===== config.mk =====
export PLATFORM = sky130hd
export DESIGN_NAME = reservation_station_flat
export DESIGN_NICKNAME = d
export VERILOG_FILES = /design/src/rtl/reservation_station_pkg.sv /design/src/rtl/reservation_station_if.sv /design/src/rtl/reservation_station_rs_select.sv /design/src/rtl/reservation_station.sv /design/src/flat_wrapper.sv
export SDC_FILE = /design/constraint.sdc
export NUM_CORES = 2
export LEC_CHECK = 0
export CELL_PAD_IN_SITES_DETAIL_PLACEMENT = 1
export CELL_PAD_IN_SITES_GLOBAL_PLACEMENT = 1
export CORE_AREA = 2 2 368 461
export CTS_CLUSTER_DIAMETER = 120
export DETAILED_ROUTE_END_ITERATION = 10
export DIE_AREA = 0 0 370 463
export GPL_TIMING_DRIVEN = 0
export HOLD_SLACK_MARGIN = 0.08
export PLACE_DENSITY_LB_ADDON = 0.12
export SYNTH_ARGS = -nofsm -noshare
export SYNTH_HDL_FRONTEND = slang
export SYNTH_SLANG_ARGS = --single-unit

===== constraint.sdc =====
create_clock -name clk -period 9.1 [get_ports clk]
set_input_delay 2.73 -clock clk [delete_from_list [all_inputs] [get_ports clk]]
set_output_delay 2.73 -clock clk [all_outputs]
set_load 0.005 [all_outputs]

===== src/rtl/reservation_station_pkg.sv =====
// Shared types for the reservation station slice.
//   st_type_t    : functional-unit class a station serves (AL/BR/LS/MD)
//   instr_name_t : decoded instruction name; UNKNOWN marks an issue bubble
//   rs_entry_t   : per-entry control state (operand data/tags are held in
//                  parameter-sized arrays in the station itself)
package structures;

   typedef enum logic [1:0] {AL, BR, LS, MD} st_type_t;

   typedef enum logic [3:0] {
      UNKNOWN, ADD, SUB, SLL, SLT, XOR, BEQ, BNE, LW, SW, MUL, DIV
   } instr_name_t;

   typedef struct packed {
      logic        valid;
      instr_name_t name;
      logic        src1_rdy;
      logic        src2_rdy;
   } rs_entry_t;

endpackage


===== src/rtl/reservation_station_if.sv =====
// Bus between the issuer / CDB / functional unit and a reservation station.
//   in_*        : two issue slots (index 0 is the older instruction)
//   cdb_*       : result broadcast used for operand wakeup
//   flush       : squash of all held work
//   full        : fewer than two free entries
//   out_*       : dispatch to the functional unit (valid/ready handshake)
// master = issuer/FU side, slave = reservation station.
interface reservation_station_if #(
   parameter int XLEN  = 32,
   parameter int TAG_W = 6
) ();
   import structures::*;

   logic [1:0]       in_valid;
   st_type_t         in_st_type   [2];
   instr_name_t      in_name      [2];
   logic [XLEN-1:0]  in_address   [2];
   logic [XLEN-1:0]  in_immediate [2];
   logic [TAG_W-1:0] in_src1_tag  [2];
   logic [TAG_W-1:0] in_src2_tag  [2];
   logic [TAG_W-1:0] in_dst_tag   [2];
   logic [1:0]       in_src1_rdy;
   logic [1:0]       in_src2_rdy;
   logic [XLEN-1:0]  in_src1_data [2];
   logic [XLEN-1:0]  in_src2_data [2];

   logic             cdb_valid;
   logic [TAG_W-1:0] cdb_tag;
   logic [XLEN-1:0]  cdb_data;

   logic             flush;
   logic             full;

   logic             out_valid;
   logic             out_ready;
   instr_name_t      out_name;
   logic [XLEN-1:0]  out_address;
   logic [XLEN-1:0]  out_immediate;
   logic [XLEN-1:0]  out_src1;
   logic [XLEN-1:0]  out_src2;
   logic [TAG_W-1:0] out_dst_tag;

   modport master (
      output in_valid, in_st_type, in_name, in_address, in_immediate,
             in_src1_tag, in_src2_tag, in_dst_tag, in_src1_rdy, in_src2_rdy,
             in_src1_data, in_src2_data, cdb_valid, cdb_tag, cdb_data,
             flush, out_ready,
      input  full, out_valid, out_name, out_address, out_immediate,
             out_src1, out_src2, out_dst_tag
   );

   modport slave (
      input  in_valid, in_st_type, in_name, in_address, in_immediate,
             in_src1_tag, in_src2_tag, in_dst_tag, in_src1_rdy, in_src2_rdy,
             in_src1_data, in_src2_data, cdb_valid, cdb_tag, cdb_data,
             flush, out_ready,
      output full, out_valid, out_name, out_address, out_immediate,
             out_src1, out_src2, out_dst_tag
   );

endinterface


===== src/rtl/reservation_station_rs_select.sv =====
// rs_select: lowest-index priority encoder returning the PICKS lowest set
// bits of req, in ascending index order.
//   req : request vector
//   vld : vld[p] set when a p-th request exists
//   idx : index of the p-th lowest request
module rs_select #(
   parameter  int N     = 8,
   parameter  int PICKS = 1,
   localparam int IDX_W = $clog2(N)
) (
   input  logic [N-1:0]                  req,
   output logic [PICKS-1:0]              vld,
   output logic [PICKS-1:0][IDX_W-1:0]   idx
);

   logic [N-1:0] rem;

   always_comb begin
      rem = req;
      vld = '0;
      idx = '0;
      for (int p = 0; p < PICKS; p++) begin
         // descending scan so the lowest set bit is the last one written
         for (int i = N - 1; i >= 0; i--) begin
            if (rem[i]) begin
               vld[p] = 1'b1;
               idx[p] = IDX_W'(i);
            end
         end
         if (vld[p]) rem[idx[p]] = 1'b0;
      end
   end

endmodule


===== src/rtl/reservation_station.sv =====
// reservation_station: DEPTH-entry station for one unit type (ST_TYPE).
// Accepts up to two issue slots per cycle into the lowest free entries,
// wakes operands from the CDB (including same-cycle issue), and dispatches
// the lowest-index ready entry into a registered valid/ready output stage.
//   clk, rst_n : clock, asynchronous active-low reset
//   bus        : reservation_station_if.slave (issue, CDB, flush, full, dispatch)
// Optional macro RS_DISPATCH_BYPASS_EN: a ready slot may go straight to the
// output register when it is free and no held entry is eligible.
module reservation_station
   import structures::*;
#(
   parameter int       XLEN    = 32,
   parameter int       DEPTH   = 8,
   parameter int       TAG_W   = 6,
   parameter st_type_t ST_TYPE = AL
) (
   input  logic                  clk,
   input  logic                  rst_n,
   reservation_station_if.slave  bus
);

   localparam int IDX_W = $clog2(DEPTH);

   rs_entry_t        ent       [DEPTH];
   logic [TAG_W-1:0] src1_tag  [DEPTH];
   logic [TAG_W-1:0] src2_tag  [DEPTH];
   logic [TAG_W-1:0] dst_tag   [DEPTH];
   logic [XLEN-1:0]  src1_val  [DEPTH];
   logic [XLEN-1:0]  src2_val  [DEPTH];
   logic [XLEN-1:0]  address   [DEPTH];
   logic [XLEN-1:0]  immediate [DEPTH];

   logic [DEPTH-1:0] valid_q, valid_n, eligible, wake1, wake2;
   logic [1:0]       acc, byp, need, alloc, s1_rdy, s2_rdy;
   logic [XLEN-1:0]  s1_val [2];
   logic [XLEN-1:0]  s2_val [2];
   logic [IDX_W-1:0] alloc_idx [2];
   logic [0:0]              sel_vld;
   logic [0:0][IDX_W-1:0]   sel_idx;
   logic [1:0]              free_vld;
   logic [1:0][IDX_W-1:0]   free_idx;
   logic             load_out, dispatch, slot1_fvld, overflow, byp_slot;
   logic [IDX_W:0]   free_cnt;

   // incoming slots: acceptance and same-cycle CDB wakeup
   always_comb begin
      acc    = '0;
      s1_rdy = '0;
      s2_rdy = '0;
      for (int i = 0; i < 2; i++) begin
         acc[i]    = bus.in_valid[i] && (bus.in_st_type[i] == ST_TYPE) &&
                     (bus.in_name[i] != UNKNOWN);
         s1_rdy[i] = bus.in_src1_rdy[i] ||
                     (bus.cdb_valid && bus.cdb_tag == bus.in_src1_tag[i]);
         s2_rdy[i] = bus.in_src2_rdy[i] ||
                     (bus.cdb_valid && bus.cdb_tag == bus.in_src2_tag[i]);
         s1_val[i] = bus.in_src1_rdy[i] ? bus.in_src1_data[i] : bus.cdb_data;
         s2_val[i] = bus.in_src2_rdy[i] ? bus.in_src2_data[i] : bus.cdb_data;
      end
   end

   // held entries: eligibility and CDB wakeup
   always_comb begin
      valid_q  = '0;
      eligible = '0;
      wake1    = '0;
      wake2    = '0;
      for (int e = 0; e < DEPTH; e++) begin
         valid_q[e]  = ent[e].valid;
         eligible[e] = ent[e].valid && ent[e].src1_rdy && ent[e].src2_rdy;
         wake1[e]    = ent[e].valid && !ent[e].src1_rdy && bus.cdb_valid &&
                       bus.cdb_tag == src1_tag[e];
         wake2[e]    = ent[e].valid && !ent[e].src2_rdy && bus.cdb_valid &&
                       bus.cdb_tag == src2_tag[e];
      end
   end

   rs_select #(.N(DEPTH), .PICKS(1)) u_sel_issue (
      .req (eligible),
      .vld (sel_vld),
      .idx (sel_idx)
   );

   // free list comes from the current valid bits, so an entry freed by
   // dispatch this edge only becomes allocatable next cycle
   rs_select #(.N(DEPTH), .PICKS(2)) u_sel_free (
      .req (~valid_q),
      .vld (free_vld),
      .idx (free_idx)
   );

   assign load_out = !bus.out_valid || bus.out_ready;
   assign dispatch = load_out && sel_vld[0];

`ifdef RS_DISPATCH_BYPASS_EN
   always_comb begin
      byp = '0;
      if (load_out && !sel_vld[0]) begin
         if (acc[0] && s1_rdy[0] && s2_rdy[0])      byp[0] = 1'b1;
         else if (acc[1] && s1_rdy[1] && s2_rdy[1]) byp[1] = 1'b1;
      end
   end
`else
   assign byp = '0;
`endif
   assign byp_slot = !byp[0];

   // slot 1 takes the second free entry only when slot 0 also allocates
   assign need         = acc & ~byp;
   assign slot1_fvld   = need[0] ? free_vld[1] : free_vld[0];
   assign alloc[0]     = need[0] && free_vld[0];
   assign alloc[1]     = need[1] && slot1_fvld;
   assign alloc_idx[0] = free_idx[0];
   assign alloc_idx[1] = need[0] ? free_idx[1] : free_idx[0];
   assign overflow     = !bus.flush &&
                         ((need[0] && !free_vld[0]) || (need[1] && !slot1_fvld));

   always_comb begin
      valid_n = valid_q;
      if (dispatch) valid_n[sel_idx[0]] = 1'b0;
      for (int i = 0; i < 2; i++)
         if (alloc[i]) valid_n[alloc_idx[i]] = 1'b1;
      if (bus.flush) valid_n = '0;
      free_cnt = '0;
      for (int e = 0; e < DEPTH; e++)
         free_cnt = free_cnt + (IDX_W+1)'(!valid_n[e]);
   end

   always_ff @(posedge clk or negedge rst_n) begin
      if (!rst_n) begin
         for (int e = 0; e < DEPTH; e++) ent[e] <= '0;
         bus.full <= 1'b0;
      end else begin
         bus.full <= free_cnt < (IDX_W+1)'(2);
         for (int e = 0; e < DEPTH; e++) begin
            ent[e].valid <= valid_n[e];
            if (wake1[e]) ent[e].src1_rdy <= 1'b1;
            if (wake2[e]) ent[e].src2_rdy <= 1'b1;
         end
         for (int i = 0; i < 2; i++) begin
            if (alloc[i]) begin
               ent[alloc_idx[i]].name     <= bus.in_name[i];
               ent[alloc_idx[i]].src1_rdy <= s1_rdy[i];
               ent[alloc_idx[i]].src2_rdy <= s2_rdy[i];
            end
         end
      end
   end

   // payload storage needs no reset: it is only read behind a valid bit
   always_ff @(posedge clk) begin
      for (int e = 0; e < DEPTH; e++) begin
         if (wake1[e]) src1_val[e] <= bus.cdb_data;
         if (wake2[e]) src2_val[e] <= bus.cdb_data;
      end
      for (int i = 0; i < 2; i++) begin
         if (alloc[i]) begin
            src1_tag[alloc_idx[i]]  <= bus.in_src1_tag[i];
            src2_tag[alloc_idx[i]]  <= bus.in_src2_tag[i];
            dst_tag[alloc_idx[i]]   <= bus.in_dst_tag[i];
            src1_val[alloc_idx[i]]  <= s1_val[i];
            src2_val[alloc_idx[i]]  <= s2_val[i];
            address[alloc_idx[i]]   <= bus.in_address[i];
            immediate[alloc_idx[i]] <= bus.in_immediate[i];
         end
      end
   end

   always_ff @(posedge clk or negedge rst_n) begin
      if (!rst_n) begin
         bus.out_valid     <= 1'b0;
         bus.out_name      <= UNKNOWN;
         bus.out_address   <= '0;
         bus.out_immediate <= '0;
         bus.out_src1      <= '0;
         bus.out_src2      <= '0;
         bus.out_dst_tag   <= '0;
      end else if (bus.flush) begin
         bus.out_valid <= 1'b0;
      end else if (load_out) begin
         if (dispatch) begin
            bus.out_valid     <= 1'b1;
            bus.out_name      <= ent[sel_idx[0]].name;
            bus.out_address   <= address[sel_idx[0]];
            bus.out_immediate <= immediate[sel_idx[0]];
            bus.out_src1      <= src1_val[sel_idx[0]];
            bus.out_src2      <= src2_val[sel_idx[0]];
            bus.out_dst_tag   <= dst_tag[sel_idx[0]];
         end else if (|byp) begin
            bus.out_valid     <= 1'b1;
            bus.out_name      <= bus.in_name[byp_slot];
            bus.out_address   <= bus.in_address[byp_slot];
            bus.out_immediate <= bus.in_immediate[byp_slot];
            bus.out_src1      <= s1_val[byp_slot];
            bus.out_src2      <= s2_val[byp_slot];
            bus.out_dst_tag   <= bus.in_dst_tag[byp_slot];
         end else begin
            bus.out_valid <= 1'b0;
         end
      end
   end

   // issuer must respect full; an accepted slot with nowhere to go is a bug
   a_no_overflow: assert property (@(posedge clk) disable iff (!rst_n) !overflow);

endmodule


===== src/flat_wrapper.sv =====
// flat-port wrapper written by rule: the top's interface ports become plain ports
module reservation_station_flat import structures::*;
#(
   parameter int       XLEN    = 32,
   parameter int       DEPTH   = 8,
   parameter int       TAG_W   = 6,
   parameter st_type_t ST_TYPE = AL
)
  (clk, rst_n, bus_in_valid, bus_in_st_type, bus_in_name, bus_in_address, bus_in_immediate, bus_in_src1_tag, bus_in_src2_tag, bus_in_dst_tag, bus_in_src1_rdy, bus_in_src2_rdy, bus_in_src1_data, bus_in_src2_data, bus_cdb_valid, bus_cdb_tag, bus_cdb_data, bus_flush, bus_out_ready, bus_full, bus_out_valid, bus_out_name, bus_out_address, bus_out_immediate, bus_out_src1, bus_out_src2, bus_out_dst_tag);
  reservation_station_if #(.XLEN(XLEN), .TAG_W(TAG_W)) bus_i ();
  input  logic clk;
  input  logic rst_n;
  input wire logic [$bits(bus_i.in_valid)-1:0] bus_in_valid;
  input wire logic [$bits(bus_i.in_st_type)-1:0] bus_in_st_type;
  input wire logic [$bits(bus_i.in_name)-1:0] bus_in_name;
  input wire logic [$bits(bus_i.in_address)-1:0] bus_in_address;
  input wire logic [$bits(bus_i.in_immediate)-1:0] bus_in_immediate;
  input wire logic [$bits(bus_i.in_src1_tag)-1:0] bus_in_src1_tag;
  input wire logic [$bits(bus_i.in_src2_tag)-1:0] bus_in_src2_tag;
  input wire logic [$bits(bus_i.in_dst_tag)-1:0] bus_in_dst_tag;
  input wire logic [$bits(bus_i.in_src1_rdy)-1:0] bus_in_src1_rdy;
  input wire logic [$bits(bus_i.in_src2_rdy)-1:0] bus_in_src2_rdy;
  input wire logic [$bits(bus_i.in_src1_data)-1:0] bus_in_src1_data;
  input wire logic [$bits(bus_i.in_src2_data)-1:0] bus_in_src2_data;
  input wire logic [$bits(bus_i.cdb_valid)-1:0] bus_cdb_valid;
  input wire logic [$bits(bus_i.cdb_tag)-1:0] bus_cdb_tag;
  input wire logic [$bits(bus_i.cdb_data)-1:0] bus_cdb_data;
  input wire logic [$bits(bus_i.flush)-1:0] bus_flush;
  input wire logic [$bits(bus_i.out_ready)-1:0] bus_out_ready;
  output wire logic [$bits(bus_i.full)-1:0] bus_full;
  output wire logic [$bits(bus_i.out_valid)-1:0] bus_out_valid;
  output wire logic [$bits(bus_i.out_name)-1:0] bus_out_name;
  output wire logic [$bits(bus_i.out_address)-1:0] bus_out_address;
  output wire logic [$bits(bus_i.out_immediate)-1:0] bus_out_immediate;
  output wire logic [$bits(bus_i.out_src1)-1:0] bus_out_src1;
  output wire logic [$bits(bus_i.out_src2)-1:0] bus_out_src2;
  output wire logic [$bits(bus_i.out_dst_tag)-1:0] bus_out_dst_tag;
  assign bus_i.in_valid = bus_in_valid;
  assign bus_i.in_st_type = {>>{bus_in_st_type}};
  assign bus_i.in_name = {>>{bus_in_name}};
  assign bus_i.in_address = {>>{bus_in_address}};
  assign bus_i.in_immediate = {>>{bus_in_immediate}};
  assign bus_i.in_src1_tag = {>>{bus_in_src1_tag}};
  assign bus_i.in_src2_tag = {>>{bus_in_src2_tag}};
  assign bus_i.in_dst_tag = {>>{bus_in_dst_tag}};
  assign bus_i.in_src1_rdy = bus_in_src1_rdy;
  assign bus_i.in_src2_rdy = bus_in_src2_rdy;
  assign bus_i.in_src1_data = {>>{bus_in_src1_data}};
  assign bus_i.in_src2_data = {>>{bus_in_src2_data}};
  assign bus_i.cdb_valid = bus_cdb_valid;
  assign bus_i.cdb_tag = bus_cdb_tag;
  assign bus_i.cdb_data = bus_cdb_data;
  assign bus_i.flush = bus_flush;
  assign bus_i.out_ready = bus_out_ready;
  assign bus_full = bus_i.full;
  assign bus_out_valid = bus_i.out_valid;
  assign bus_out_name = bus_i.out_name;
  assign bus_out_address = bus_i.out_address;
  assign bus_out_immediate = bus_i.out_immediate;
  assign bus_out_src1 = bus_i.out_src1;
  assign bus_out_src2 = bus_i.out_src2;
  assign bus_out_dst_tag = bus_i.out_dst_tag;
  reservation_station #(.XLEN(XLEN), .DEPTH(DEPTH), .TAG_W(TAG_W), .ST_TYPE(ST_TYPE)) u_core (.clk(clk), .rst_n(rst_n), .bus(bus_i));
endmodule

==> reports/qor.csv <==
stage,metric,value,unit
outcome,outcome,"finished, violations left",
outcome,failing checks,"max-capacitance violations, max-slew violations",
floorplanning,Initial Utilization,42.7,%
global_route,Global Route met3 Usage,9.87,%
global_route,vias in the first global route,63600,
power,sequential power share,46.2,%
run,Max Cap Violations,3,
routing,starting DRC count in detailed routing,9014,
timing,Final min period,8.88,ns
cells_and_area,final core occ,50.7,%
routing,DRC,0,
clock_network,CTS tree,built,
setup_path,Crit. End Element,register,
cells_and_area,layout cells sized above 1,15.7,%
global_route,maximum number of pins on one net before global-route repair,89,
cells_and_area,Area growth syn-to-layout,18.9,%
global_route,met1 Track Usage GR,48.1,%
timing,RSZ-0062 raised after global routing,no,
clock_network,Clock transition at path regs,0.06,ns
power,Pwr Density,192,mW/mm2
timing,clk_skew,0.0328,ns
global_route,initial antenna violation count,34,
floorplanning,row count,168,
placement,pre-CTS setup slack,-0.948,ns
synthesis,yosys warns,0,
routing,mean number of vias per cell,6.58,
setup_path,WS Path Type,in -> reg,
synthesis,syn avg cell area,11.1,um2
floorplanning,Horiz. Die Dim,370,um
power,Sw Pwr,4.30,mW
routing,via count,62200,
power,P_leak,31.1,nW
timing,period utilisation layout,97.6,%
timing,slack of the critical path,0.221,ns
clock_network,CTS Buf Count,150,
floorplanning,die height,463,um
global_route,first-pass GRT wire length,477000,um
synthesis,post-synthesis sequential area ratio,56.1,%
synthesis,Area contributors post-synth,"edfxtp_1, mux2_2, dfrtp_1",
clock_network,Post-CTS Repair Setup Buffers,0,
clock_network,Clock Sinks,1364,
timing,Slew HR,-8.91,%
power,Int Pwr,11.9,mW
synthesis,"Top FF cell, synth",edfxtp_1,
clock_network,cts hold-fix bufs,0,
power,Sw Ratio,26.5,%
floorplanning,Core Region,0.167,mm2
synthesis,Post-Syn Area,0.0713,mm2
synthesis,ys async rst share,14.4,%
timing,Slew @ Worst Pin,1.63,ns
clock_network,H-tree depth,4,
setup_path,Startpoint Class,input pin,
timing,# setup viols final,0,
power,VDD IR-drop max,0.000172,V
placement,post-DP HPWL,245000,um
setup_path,Required @ worst endpoint,9.84,ns
routing,Pre-antenna DRT Iters,10,
placement,Port Buffers,452,
timing,Max Slew Vio Count,22,
power,clock power share,39.1,%
synthesis,Synth Register Bits,1364,
placement,RD Place Congestion,0.990,
global_route,GRT Max-Usage Layer,met2,
synthesis,Synth area leader,edfxtp_1,
global_route,gr usage total,39.4,%
cells_and_area,Nets,7456,
clock_network,Clock Tree Buf Depth,3,
routing,Total Wirelength,346000,um
synthesis,Mapped Cells,6444,
timing,Final Hold Viols,0,
synthesis,share of Yosys cell area claimed by the top area cell type,49.2,%
synthesis,Mapped Nets,6804,
clock_network,Post-CTS Resized,1,
clock_network,clk_lat worst skew,0.84,ns
global_route,met2 Track Usage GR,61.7,%
setup_path,Arrival @ worst endpoint,9.61,ns
routing,WL/cell,36.6,um
clock_network,clk root buf,clkbuf_16,
setup_path,Critical Path Fanout Max,10,
power,Final Power,16.3,mW
timing,fmax,113,MHz
global_route,total grt overflow,0,
floorplanning,I/O pins,493,
synthesis,Post-synth EDFFs,1168,
power,Comb power frac,14.6,%
synthesis,Synth cell types,62,
floorplanning,Die ar.,0.171,mm2
routing,DRT antenna net count,0,
min_path,Hold Path Class,reg -> reg,
logic make-up (layout without fill, tap and decap cells):
group / Yosys count / count (layout) / synth area share, %
adder cells (fa/ha/maj): 11 / 11 / 0.211
flip-flops: 1364 / 1364 / 56.1
buffers and inverters: 604 / 1381 / 3.59
AND/OR/NAND/NOR: 1843 / 1843 / 10.7
multiplexers: 935 / 935 / 14.3
AO/OA/AOI/OAI: 1566 / 1566 / 13.6
XOR/XNOR: 121 / 121 / 1.49
other: 0 / 18 / 0
through the flow:
step	instance area [um2]	hold slack [ns]	TNS, ns	instances
6_report	84800	0.476	0	9449
5_1_grt	84800	0.496	0	9436
4_1_cts	84700	0.484	0	9431
3_5_place_dp	79800	0.470	-0.948	9154
3_3_place_gp	78600	0.461	-3882.38	9106
2_1_floorplan	71300	0.473	0	6444
per-layer routing:
metal / vias to the layer above / part of all wire (%)
li1: 25400 / -
met1: 31600 / 37
met2: 3984 / 46
met3: 1141 / 10
met4: 24 / 7.7
met5: - / 0.050
cell usage in the layout, fill, tap and decap left out, types with 28 or more instances in the layout:
cell,instances
o21ai_0,557
buf_2,128
nand2_1,912
dfrtp_1,196
xnor2_1,59
buf_4,29
o211ai_1,132
clkbuf_1,388
mux2_2,645
clkinv_2,32
nor3_1,155
mux2i_1,286
clkbuf_16,156
nor2_1,567
a21oi_1,546
clkinv_1,28
nand2b_1,101
edfxtp_1,1168
xor2_1,62
a222oi_1,276
clkdlybuf4s50_1,451
buf_1,52
state kept, by name, indices dropped and copies added (netlist names), 6 cells and up:
register,count
u_core.src2_tag,48
u_core.src1_val,256
u_core.immediate,256
u_core.ent,56
u_core.dst_tag,48
u_core.address,256
u_core.bus.out_address,32
u_core.src2_val,256
u_core.bus.out_immediate,32
u_core.src1_tag,48
u_core.bus.out_dst_tag,6
u_core.bus.out_src1,32
u_core.bus.out_src2,32
power groups by stage:
stage	clock network (mW)	logic, mW	registers (mW)
6_report	6.36	2.38	7.52
5_1_grt	6.55	2.57	7.55
4_1_cts	6.33	2.35	7.50
3_5_place_dp	0	2.33	7.63
3_3_place_gp	0	2.26	7.62
2_1_floorplan	0	0.933	7.56
critical path, cell delays in order:
cell	delay, ns
clkdlybuf4s50_1	0.44
nor3b_2	0.61
nand2_1	0.31
nor3_1	0.57
o22ai_4	0.24
nor3_4	0.72
buf_2	0.54
nor2_1	0.30
a21o_1	0.29
ha_1	0.31
fa_1	0.55
fa_1	0.43
ha_1	0.32
and4_1	0.21
nor2b_1	0.08
fa_1	0.47
nor3_1	0.17
mux2_2	0.18
nand2_1	0.05
o21ai_0	0.09
worst paths after layout:
kind	startpoint	to	slack (ns)	cells past startpoint
setup reg to reg	u_core.ent[20]	u_core.bus.full	2.06	20
min in group asynchronous	rst_n	u_core.bus.out_address[10]	1.76	1
max in group asynchronous	rst_n	u_core.bus.out_src1[6]	6.40	2
hold / removal	u_core.bus.out_immediate[13]	u_core.bus.out_immediate[13]	0.48	2
setup / recovery	bus_in_valid[0]	u_core.bus.full	0.22	20
hold reg to reg	u_core.bus.out_immediate[13]	u_core.bus.out_immediate[13]	0.48	2
Yosys cell counts, types with 4 or more instances:
master,n
nor2b_1,5
mux2i_1,286
a222oi_1,276
dfrtp_1,196
inv_1,13
nor3_1,156
nand4_1,15
edfxtp_1,1168
o31ai_1,5
and3_1,6
buf_1,52
clkbuf_1,376
buf_2,128
o211ai_1,132
nand2_1,917
xor2_1,62
nor2_1,567
or2_2,4
o21ai_0,564
or4_1,5
mux2_1,4
nor3b_1,8
nand3_1,26
a21oi_1,546
maj3_1,4
xnor2_1,59
a31oi_1,9
mux2_2,645
a21o_1,10
ha_1,4
nor4_1,14
buf_4,28
nand2b_1,101
final cells by class:
class                      instances  area, um2
tap                             2210       2770
antenna                           18       45.0
timing repair buffer             500       5590
fill                           17900      82300
multi-input combinational       4476      28900
sequential                      1364      40000
clock inverter                    87        831
buffer                           590       2520
clock buffer                     190       4100
inverter                          14       77.6
No activity file was read; power rests on OpenSTA's default activity.
